File: config.mk
export PLATFORM = sky130hd
export DESIGN_NAME = reg_decode_operand_stage
export DESIGN_NICKNAME = d
export VERILOG_FILES = /design/src/rtl/reg_decode_operand_stage_pkg.sv /design/src/rtl/reg_decode_operand_stage_reg_file_2r1w.sv /design/src/rtl/reg_decode_operand_stage.sv
export SDC_FILE = /design/constraint.sdc
export NUM_CORES = 2
export LEC_CHECK = 0
export BUFFER_PORTS_ARGS = -buffer_cell sky130_fd_sc_hd__buf_2
export CAP_MARGIN = 20
export CORE_ASPECT_RATIO = 0.6
export CORE_MARGIN = 2
export CORE_UTILIZATION = 51
export CTS_BUF_LIST = sky130_fd_sc_hd__clkbuf_16
export CTS_CLUSTER_DIAMETER = 40
export DETAILED_ROUTE_END_ITERATION = 12
export PLACE_DENSITY = 0.75
export SYNTH_ARGS = -nofsm -noshare
export SYNTH_HDL_FRONTEND = slang
export SYNTH_SLANG_ARGS = --single-unit
File: constraint.sdc
create_clock -name clk -period 70 [get_ports clk]
set_input_delay 0 -clock clk [delete_from_list [all_inputs] [get_ports clk]]
set_output_delay 0 -clock clk [all_outputs]
set_load 0.01 [all_outputs]
File: src/rtl/reg_decode_operand_stage_pkg.sv
// Shared selector encodings for the decode->execute operand stage.
package reg_decode_operand_stage_pkg;

   // Operand 1 source selector encodings.
   typedef enum logic [1:0] {
      OP1_X   = 2'd0,
      OP1_RS1 = 2'd1,
      OP1_PC  = 2'd2
   } op1_sel_e;

   // Operand 2 source selector encodings; the four IM* forms all pass the decoded immediate.
   typedef enum logic [2:0] {
      OP2_X   = 3'd0,
      OP2_RS2 = 3'd1,
      OP2_IMI = 3'd2,
      OP2_IMS = 3'd3,
      OP2_IMJ = 3'd4,
      OP2_IMU = 3'd5
   } op2_sel_e;

endpackage

File: src/rtl/reg_decode_operand_stage_reg_file_2r1w.sv
// Two-read / one-write architectural register file with hardwired x0 and optional
// same-cycle write-back forwarding onto the combinational read ports.
module reg_file_2r1w #(
   parameter int XLEN   = 32,
   parameter int NREGS  = 32,
   parameter int BYPASS = 1,
   localparam int AW    = $clog2(NREGS)
) (
   input  logic            clk,
   input  logic            rst,
   input  logic [AW-1:0]   rd0_addr,
   output logic [XLEN-1:0] rd0_data,
   input  logic [AW-1:0]   rd1_addr,
   output logic [XLEN-1:0] rd1_data,
   input  logic            wr_en,
   input  logic [AW-1:0]   wr_addr,
   input  logic [XLEN-1:0] wr_data
);

   logic [XLEN-1:0] mem_r [NREGS];
   logic            wr_live_s;

   // Writes to x0 are dropped so entry 0 keeps its reset value of zero.
   assign wr_live_s = wr_en && (wr_addr != {AW{1'b0}});

   // Register array: cleared on reset, written on the rising edge.
   always_ff @(posedge clk or posedge rst) begin
      if (rst) begin
         for (int i = 0; i < NREGS; i++) begin
            mem_r[i] <= {XLEN{1'b0}};
         end
      end else if (wr_live_s) begin
         mem_r[wr_addr] <= wr_data;
      end
   end

   // Read port 0: x0 reads zero, optional forward of the in-flight write.
   always_comb begin
      rd0_data = {XLEN{1'b0}};
      if (rd0_addr == {AW{1'b0}}) begin
         rd0_data = {XLEN{1'b0}};
      end else if ((BYPASS != 0) && wr_live_s && (wr_addr == rd0_addr)) begin
         rd0_data = wr_data;
      end else begin
         rd0_data = mem_r[rd0_addr];
      end
   end

   // Read port 1: same rules as read port 0.
   always_comb begin
      rd1_data = {XLEN{1'b0}};
      if (rd1_addr == {AW{1'b0}}) begin
         rd1_data = {XLEN{1'b0}};
      end else if ((BYPASS != 0) && wr_live_s && (wr_addr == rd1_addr)) begin
         rd1_data = wr_data;
      end else begin
         rd1_data = mem_r[rd1_addr];
      end
   end

endmodule

File: src/rtl/reg_decode_operand_stage.sv
// Register file plus decode->execute operand register with valid/ready handshake,
// flush, raw store-data capture and refresh of held operands on late write-back.
module reg_decode_operand_stage
   import reg_decode_operand_stage_pkg::*;
#(
   parameter int XLEN   = 32,
   parameter int NREGS  = 32,
   parameter int BYPASS = 1,
   localparam int AW    = $clog2(NREGS)
) (
   input  logic            clk,
   input  logic            rst,
   input  logic            in_valid,
   output logic            in_ready,
   input  logic [XLEN-1:0] pc,
   input  logic [XLEN-1:0] imm,
   input  logic [1:0]      op1_sel,
   input  logic [2:0]      op2_sel,
   input  logic [AW-1:0]   rs1_addr,
   input  logic [AW-1:0]   rs2_addr,
   input  logic            flush,
   input  logic            write_en,
   input  logic [AW-1:0]   write_addr,
   input  logic [XLEN-1:0] write_value,
   output logic            out_valid,
   input  logic            out_ready,
   output logic [XLEN-1:0] rs1_data,
   output logic [XLEN-1:0] rs2_data,
   output logic [XLEN-1:0] store_data,
   output logic            illegal_sel
);

   logic [XLEN-1:0] rf_rd1_s, rf_rd2_s;
   logic [XLEN-1:0] op1_val_s, op2_val_s;
   logic            op1_ill_s, op2_ill_s, op1_reg_s, op2_reg_s;
   logic            accept_s, hold_s, wb_hit_s, ref1_s, ref2_s, refst_s;

   logic            out_valid_r, illegal_r, rs1_reg_r, rs2_reg_r;
   logic [XLEN-1:0] rs1_data_r, rs2_data_r, store_data_r;
   logic [AW-1:0]   rs1_addr_r, rs2_addr_r;

   reg_file_2r1w #(
      .XLEN   (XLEN),
      .NREGS  (NREGS),
      .BYPASS (BYPASS)
   ) u_rf (
      .clk      (clk),
      .rst      (rst),
      .rd0_addr (rs1_addr),
      .rd0_data (rf_rd1_s),
      .rd1_addr (rs2_addr),
      .rd1_data (rf_rd2_s),
      .wr_en    (write_en),
      .wr_addr  (write_addr),
      .wr_data  (write_value)
   );

   assign in_ready = !out_valid_r || out_ready;
   assign accept_s = in_valid && in_ready && !flush;
   assign hold_s   = out_valid_r && !out_ready;
   assign wb_hit_s = write_en && (write_addr != {AW{1'b0}});
   // Held operands only track write-back if their selector actually took a register.
   assign ref1_s   = hold_s && wb_hit_s && rs1_reg_r && (write_addr == rs1_addr_r);
   assign ref2_s   = hold_s && wb_hit_s && rs2_reg_r && (write_addr == rs2_addr_r);
   // Store data is the raw rs2 value, so it follows rs2 regardless of op2 selector.
   assign refst_s  = hold_s && wb_hit_s && (write_addr == rs2_addr_r);

   // Operand 1 source mux; undefined encodings give zero and flag illegal.
   always_comb begin
      op1_val_s = {XLEN{1'b0}};
      op1_ill_s = 1'b0;
      op1_reg_s = 1'b0;
      case (op1_sel)
         OP1_X:   op1_val_s = {XLEN{1'b0}};
         OP1_RS1: begin
            op1_val_s = rf_rd1_s;
            op1_reg_s = 1'b1;
         end
         OP1_PC:  op1_val_s = pc;
         default: op1_ill_s = 1'b1;
      endcase
   end

   // Operand 2 source mux; undefined encodings give zero and flag illegal.
   always_comb begin
      op2_val_s = {XLEN{1'b0}};
      op2_ill_s = 1'b0;
      op2_reg_s = 1'b0;
      case (op2_sel)
         OP2_X:   op2_val_s = {XLEN{1'b0}};
         OP2_RS2: begin
            op2_val_s = rf_rd2_s;
            op2_reg_s = 1'b1;
         end
         OP2_IMI, OP2_IMS, OP2_IMJ, OP2_IMU: op2_val_s = imm;
         default: op2_ill_s = 1'b1;
      endcase
   end

   // Handshake valid: flush wins, then accept, then drain on out_ready.
   always_ff @(posedge clk or posedge rst) begin
      if (rst) begin
         out_valid_r <= 1'b0;
      end else if (flush) begin
         out_valid_r <= 1'b0;
      end else if (accept_s) begin
         out_valid_r <= 1'b1;
      end else if (out_ready) begin
         out_valid_r <= 1'b0;
      end else begin
         out_valid_r <= out_valid_r;
      end
   end

   // Operand payload: captured on accept, otherwise refreshed by matching write-back while held.
   always_ff @(posedge clk or posedge rst) begin
      if (rst) begin
         rs1_data_r   <= {XLEN{1'b0}};
         rs2_data_r   <= {XLEN{1'b0}};
         store_data_r <= {XLEN{1'b0}};
         illegal_r    <= 1'b0;
         rs1_addr_r   <= {AW{1'b0}};
         rs2_addr_r   <= {AW{1'b0}};
         rs1_reg_r    <= 1'b0;
         rs2_reg_r    <= 1'b0;
      end else if (accept_s) begin
         rs1_data_r   <= op1_val_s;
         rs2_data_r   <= op2_val_s;
         store_data_r <= rf_rd2_s;
         illegal_r    <= op1_ill_s || op2_ill_s;
         rs1_addr_r   <= rs1_addr;
         rs2_addr_r   <= rs2_addr;
         rs1_reg_r    <= op1_reg_s;
         rs2_reg_r    <= op2_reg_s;
      end else begin
         if (ref1_s) begin
            rs1_data_r <= write_value;
         end
         if (ref2_s) begin
            rs2_data_r <= write_value;
         end
         if (refst_s) begin
            store_data_r <= write_value;
         end
      end
   end

   assign out_valid   = out_valid_r;
   assign rs1_data    = rs1_data_r;
   assign rs2_data    = rs2_data_r;
   assign store_data  = store_data_r;
   assign illegal_sel = illegal_r;

endmodule
## Word-level counts from Yosys, hierarchy flattened

Index checks and enable logic that the tools add are counted.

| word-level totals | value |
|---|---|
| input bits | 122 |
| output and inout bits | 99 |
| flip-flop bits (word level) | 1134 |

| cells by class | value |
|---|---|
| reductions and logical operators | 30 |
| bitwise gates (word level) | 3 |
| muxes and demuxes | 28 |
| magnitude comparators | 4 |
| eq/ne operators | 11 |

Operator list:

| operator | number |
|---|---|
| bitwise mux 1024 bit | 1 |
| two-way mux 32 bit | 15 |
| binary-select mux 32 bit (select 5 bit) | 2 |
| demux 32 bit (select 5 bit) | 1 |
| one-hot mux 32 bit (2 select lines) | 2 |
| == test 5 bit | 4 |
| >= comparator 6 bit, second input constant | 3 |
| NOT 5 -> 6 bit | 3 |
| logical AND 1 bit | 13 |
| zero test 5 bit | 2 |
| two-way mux 1 bit | 7 |
| == test 3 x 2 -> 1 bit, second input constant | 2 |
| == test 3 bit, second input constant | 2 |
| < comparator 6 x 1 -> 1 bit, second input constant | 1 |
| nonzero test 2 bit | 3 |
| OR reduction 6 bit | 1 |
| nonzero test 5 bit | 1 |
| OR reduction 4 bit | 1 |
| == test 3 x 1 -> 1 bit, second input constant | 1 |
| zero test 1 bit | 3 |
| zero test 3 bit | 1 |
| nonzero test 3 bit | 1 |
| OR reduction 3 bit | 1 |
| == test 2 x 1 -> 1 bit, second input constant | 1 |
| other kinds (3) | 4 |

## Depth between registers and ports, before layout

| depth | value |
|---|---|
| word-level depth | 8 |
| depth in mapped cells | 12 |
| depth with buffers taken out | 7 |

## Modules after synthesis

From an unflattened synthesis, not the netlist that was laid out.

| second synthesis, totals | value |
|---|---|
| cells, all modules | 4618 |
| area, all modules | 61582.8 um^2 |

By module, submodules not included:

| module | area each (um^2) | sequential area each (um^2) | cells each | times used |
|---|---|---|---|---|
| reg_file_2r1w | 55077.8 | 25624.6 | 3863 | 1 |
| reg_decode_operand_stage | 6505.0 | 2752.6 | 755 | 1 |

## Worst setup path before layout

OpenSTA, ideal clock, no wires.

| timing path | value |
|---|---|
| kind | register to register |
| from | register out_valid_r (netlist: out_valid) |
| to | register rs1_data_r[21] (netlist: rs1_data[21]) |
| setup time | 0.132 ns |
| path buffers | 3 |
| setup slack | 67.781 ns |
| period minus slack after synthesis | 2.219 ns |
| data arrival time | 2.087 ns |
| stages on the path, launching flop included | 10 |
| path through | dfrtp_1 and2b_1 inv_1 or4_1 buf_2 and2_1 clkbuf_1 buf_6 a221oi_1 o21ai_1 |

| between the ends | value |
|---|---|
| cells in the longest elaborated chain, start to end | 5 |

Ends and longest elaborated chain:

| element | line | source |
|---|---|---|
| from (decl) | reg_decode_operand_stage.sv:38 | `logic out_valid_r, illegal_r, rs1_reg_r, rs2_reg_r;` |
| from (signal assigned) | reg_decode_operand_stage.sv:111 | `out_valid_r <= out_valid_r;` |
| zero test 1 bit * | reg_decode_operand_stage.sv:58 | `assign in_ready = !out_valid_r \|\| out_ready;` |
| logical OR 1 bit * | reg_decode_operand_stage.sv:58 |  |
| named net in_ready | reg_decode_operand_stage.sv:14 | `output logic in_ready,` |
| logical AND 1 bit * (2 in series) | reg_decode_operand_stage.sv:59 | `assign accept_s = in_valid && in_ready && !flush;` |
| two-way mux 32 bit / nonzero test 2 bit (equally long branches) | n/a |  |
| to (signal assigned) | reg_decode_operand_stage.sv:118 | `rs1_data_r <= {XLEN{1'b0}};` |
| to (signal assigned) | reg_decode_operand_stage.sv:127 | `rs1_data_r <= op1_val_s;` |
| to (signal assigned) | reg_decode_operand_stage.sv:137 | `rs1_data_r <= write_value;` |
| to (decl) | reg_decode_operand_stage.sv:39 | `logic [XLEN-1:0] rs1_data_r, rs2_data_r, store_data_r;` |

Mark *: on every way through the listed nets, which the timed path passes. The rest lies on a longest branch.
A chain may end at the register's enable or synchronous reset.

==> flow_metrics.env <==
export IMPL_die_x_microns=449.3
export IMPL_gp_congestion=0.9642
export IMPL_row_count=97
export IMPL_area_growth_pct=12.65
export IMPL_numClockSinks=1134
export IMPL_fin_area_sq_mm=0.06835
export IMPL_max_stage_delay_ns=0.86
export IMPL_antenna_found_initial=20
export IMPL_drc=0
export IMPL_synth_seq_cells=1134
export IMPL_syn_area_per_cell_sq_um=13.87
export IMPL_via_per_inst=7.220
export IMPL_synth_most_common_cell="dfrtp_1"
export IMPL_timing_final_hold_violations=0
export IMPL_cts_resized=0
export IMPL_place_area_sq_mm=0.06269
export IMPL_design_core_area_sq_mm=0.1174
export IMPL_seq_area_sq_mm=0.02838
export IMPL_finalSetupTns_ns=0
export IMPL_cp_num_buf_inv=9
export IMPL_power_density_mw_per_mm2=28.89
export IMPL_n_fill_cell=8888
export IMPL_clkTransAtPathRegs_ns=0.07
export IMPL_synth_top_area_cell="dfrtp_1"
export IMPL_status="complete, no violations"
export IMPL_port_buffers=220
export IMPL_cap_violations=0
export IMPL_rsz0062_at_grt="no"
export IMPL_ant_nets=0
export IMPL_die_y_microns=271.2
export IMPL_fin_ws_ns=64.67
export IMPL_crit_family="buffers and inverters"
export IMPL_cp_arrival_ns=6.10
export IMPL_total_power_mw=1.975
export IMPL_start_util_pct=51.70
export IMPL_routed_wl_microns=217600
export IMPL_vias=44490
export IMPL_placedCellCount=5783
export IMPL_worstSetupEndpointType="asynchronous set/reset pin"
export IMPL_ys_warn_count=0
export IMPL_cts_made_buffers=120
export IMPL_grt_start_max_net_pins=188
export IMPL_ys_async_sr_fraction_pct=100.0
export IMPL_r2r_cells=8
export IMPL_cts_buffer_depth=3
export IMPL_synth_flop_cell="dfrtp_1"
export IMPL_multiInputGateArea_sq_mm=0.03022
export IMPL_final_layout_size_suffix_gt1_share_pct=44.38
export IMPL_synth_cells=4373
export IMPL_grt_pass1_wl_microns=312800
export IMPL_slowest_stage="buf_4"
export IMPL_post_cts_setup_buffers=0
export IMPL_crit_type="in2async"
export IMPL_synth_area_leaders="dfrtp_1, mux2_2, mux4_2, mux2i_1, clkbuf_1"
export IMPL_nets=4597
export IMPL_crit_path_start="rst"
export IMPL_syn_num_nets=4499
export IMPL_cts_root_buf="clkbuf_16"
export IMPL_die_area_sq_mm=0.1218
export IMPL_ys_seq_area_share_pct=46.77
export IMPL_fin_worst_skew_ns=0.03209
export IMPL_h_tree_depth=3
export IMPL_drt_iter0_drc=7170
export IMPL_final_cells=6162
export IMPL_wl_per_cell_microns=35.31
export IMPL_crit_chain="dlygate4sd3_1 -> buf_2 -> dlygate4sd3_1 -> inv_8 -> buf_4 -> buf_4 -> buf_4 -> buf_4 -> buf_4"
export IMPL_cp_common_cell="buf_4"
export IMPL_firstDrtPassIters=7
export IMPL_grt_overflow=0
export IMPL_hold_class="in2reg"
export IMPL_fmax_ghz=0.1876
export IMPL_vdd_drop_max_mv=0.02155
export IMPL_crit_required_ns=70.76
export IMPL_pre_cts_slack_ns=64.96
export IMPL_final_setup_viol_count=0
export IMPL_leakage_nw=30.01
export IMPL_regToRegEndpoint="rs2_data[7]"
export IMPL_ys_types=59
export IMPL_synth_edff_count=0
export IMPL_max_slew_margin_rel_pct=14.92
export IMPL_netlist_area_sq_mm=0.06067
export IMPL_boundaryPins=221
export IMPL_r2r_slack_ns=65.87
export IMPL_dpl_hpwl_microns=129700
export IMPL_crit_path_start_kind="primary input"
export IMPL_post_route_period_util_pct=7.617
export IMPL_first_global_vias=43210
export IMPL_synth_top_area_share_pct=46.77
export IMPL_tightestPinTransition_ns=1.272
export IMPL_min_period_ns=5.332
export IMPL_r2r_start="out_valid"
export IMPL_cp_num_cells=9
export IMPL_crit_fanout=102
export IMPL_endpoint="u_rf.mem_r[770]"
export IMPL_slew_viol_final=0
export IMPL_cts_tree="done"
export IMPL_synth_cells_most_frequent="dfrtp_1, mux2_2, mux4_2"
export IMPL_clk_insertion_delay_late_ns=0.76
export IMPL_grt_usage_pct=35.32
worst register-to-register path: cells and delay by family, from the launching register on:
| family | cells | cell delay [ns] |
|---|---|---|
| flip-flops | 1 | 0.39 |
| AND/OR/NAND/NOR | 3 | 1.14 |
| AO/OA/AOI/OAI | 2 | 0.77 |
| buffers and inverters | 3 | 1.75 |
flip-flops by register name (all words and copies together) (netlist names):
| signal | flops |
|---|---|
| u_rf.mem_r | 1024 |
| rs2_addr_r | 5 |
| out_valid | 1 |
| rs2_data | 32 |
| store_data | 32 |
| rs1_reg_r | 1 |
| rs2_reg_r | 1 |
| illegal_sel | 1 |
| rs1_addr_r | 5 |
| rs1_data | 32 |
report_power, final:
part	internal, mW	leakage (nW)	total [mW]	switching, mW
Sequential	0.780	14.5	0.879	0.0992
Clock	0.379	2.01	0.672	0.292
Combinational	0.231	13.5	0.424	0.193
how the worst min path moves through the flow:
stage / startpoint / endpoint / slack (ns) / cells after the start
after floorplan: flush / out_valid / 0.07 / 1
after global placement: flush / out_valid / 0.20 / 2
after detailed placement: rst / u_rf.mem_r[222] / 0.21 / 2
after CTS: write_value[24] / u_rf.mem_r[632] / 0.005 / 2
after global routing: pc[19] / rs1_data[19] / 0.05 / 4
final: in_valid / out_valid / 0.03 / 4
final cells by class:
cell class	count	area share [%]
multi-input cells	2726	44.22
flip-flops and latches	1134	41.52
repair buffers	481	5.291
clock buffers	122	4.467
well taps	1584	2.900
clock inverters	101	1.530
inverters	8	0.05492
diodes	6	0.02197
cell families (layout without fill, tap and decap cells):
group	count (synthesis)	after routing	synth area share [%]
AO/OA/AOI/OAI	578	578	6.356
multiplexers	1742	1742	39.64
adder cells (fa/ha/maj)	4	4	0.08249
XOR/XNOR	20	20	0.2887
flip-flops	1134	1134	46.77
AND/OR/NAND/NOR	382	382	3.085
other	0	6	0
buffers and inverters	513	712	3.772
timing repair:
action	in CTS	in global routing
setup endpoints to repair	0	0
hold endpoints to repair	801	0
hold buffers	143	0
per-stage QoR:
step	hold WS [ns]	util, %
final	0.02893	58.24
after global routing	0.04911	58.23
after CTS	0.004855	58.13
after detailed placement	0.2078	53.41
after global placement	0.1999	53.39
after floorplan	0.06641	-
cells in the final DEF, fill, tap and decap left out, types with 9 or more instances in the layout:
| master | synthesis | final |
|---|---|---|
| dfrtp_1 | 1134 | 1134 |
| mux2_2 | 1008 | 1008 |
| mux4_2 | 428 | 428 |
| mux2i_1 | 306 | 306 |
| buf_2 | 91 | 213 |
| dlygate4sd3_1 | 0 | 143 |
| nand2_1 | 147 | 132 |
| clkbuf_16 | 0 | 122 |
| buf_4 | 46 | 108 |
| a22oi_1 | 95 | 95 |
| o21ai_0 | 93 | 93 |
| o22ai_1 | 92 | 92 |
| a21oi_1 | 89 | 88 |
| nand3_1 | 69 | 68 |
| a221oi_1 | 35 | 35 |
| or3_1 | 36 | 31 |
| a211oi_1 | 30 | 30 |
| a31oi_1 | 27 | 26 |
| o211ai_1 | 23 | 23 |
| inv_1 | 8 | 21 |
| nor2_1 | 36 | 20 |
| clkinv_1 | 0 | 20 |
| o221ai_1 | 19 | 19 |
| and2_1 | 19 | 18 |
| a22o_1 | 18 | 18 |
| clkinvlp_4 | 0 | 16 |
| bufinv_16 | 0 | 16 |
| nor2_4 | 0 | 15 |
| nand2_2 | 0 | 15 |
| nor3_1 | 15 | 15 |
| nor2b_1 | 16 | 13 |
| a21o_1 | 13 | 12 |
| xnor2_1 | 11 | 11 |
| o21ai_1 | 11 | 11 |
| clkinv_4 | 0 | 11 |
| a211o_1 | 10 | 10 |
| clkinv_2 | 0 | 10 |
| xor2_1 | 9 | 9 |
layer usage:
layer,wire [microns],vias to the layer above,global-route usage [%]
met3,38050,688,18.35
met1,81850,23180,48.27
met4,10420,20,14.43
met5,563,-,1.867
li1,-,16980,-
met2,86700,3625,46.88
Note: power is estimated with default switching activity, not from simulation.
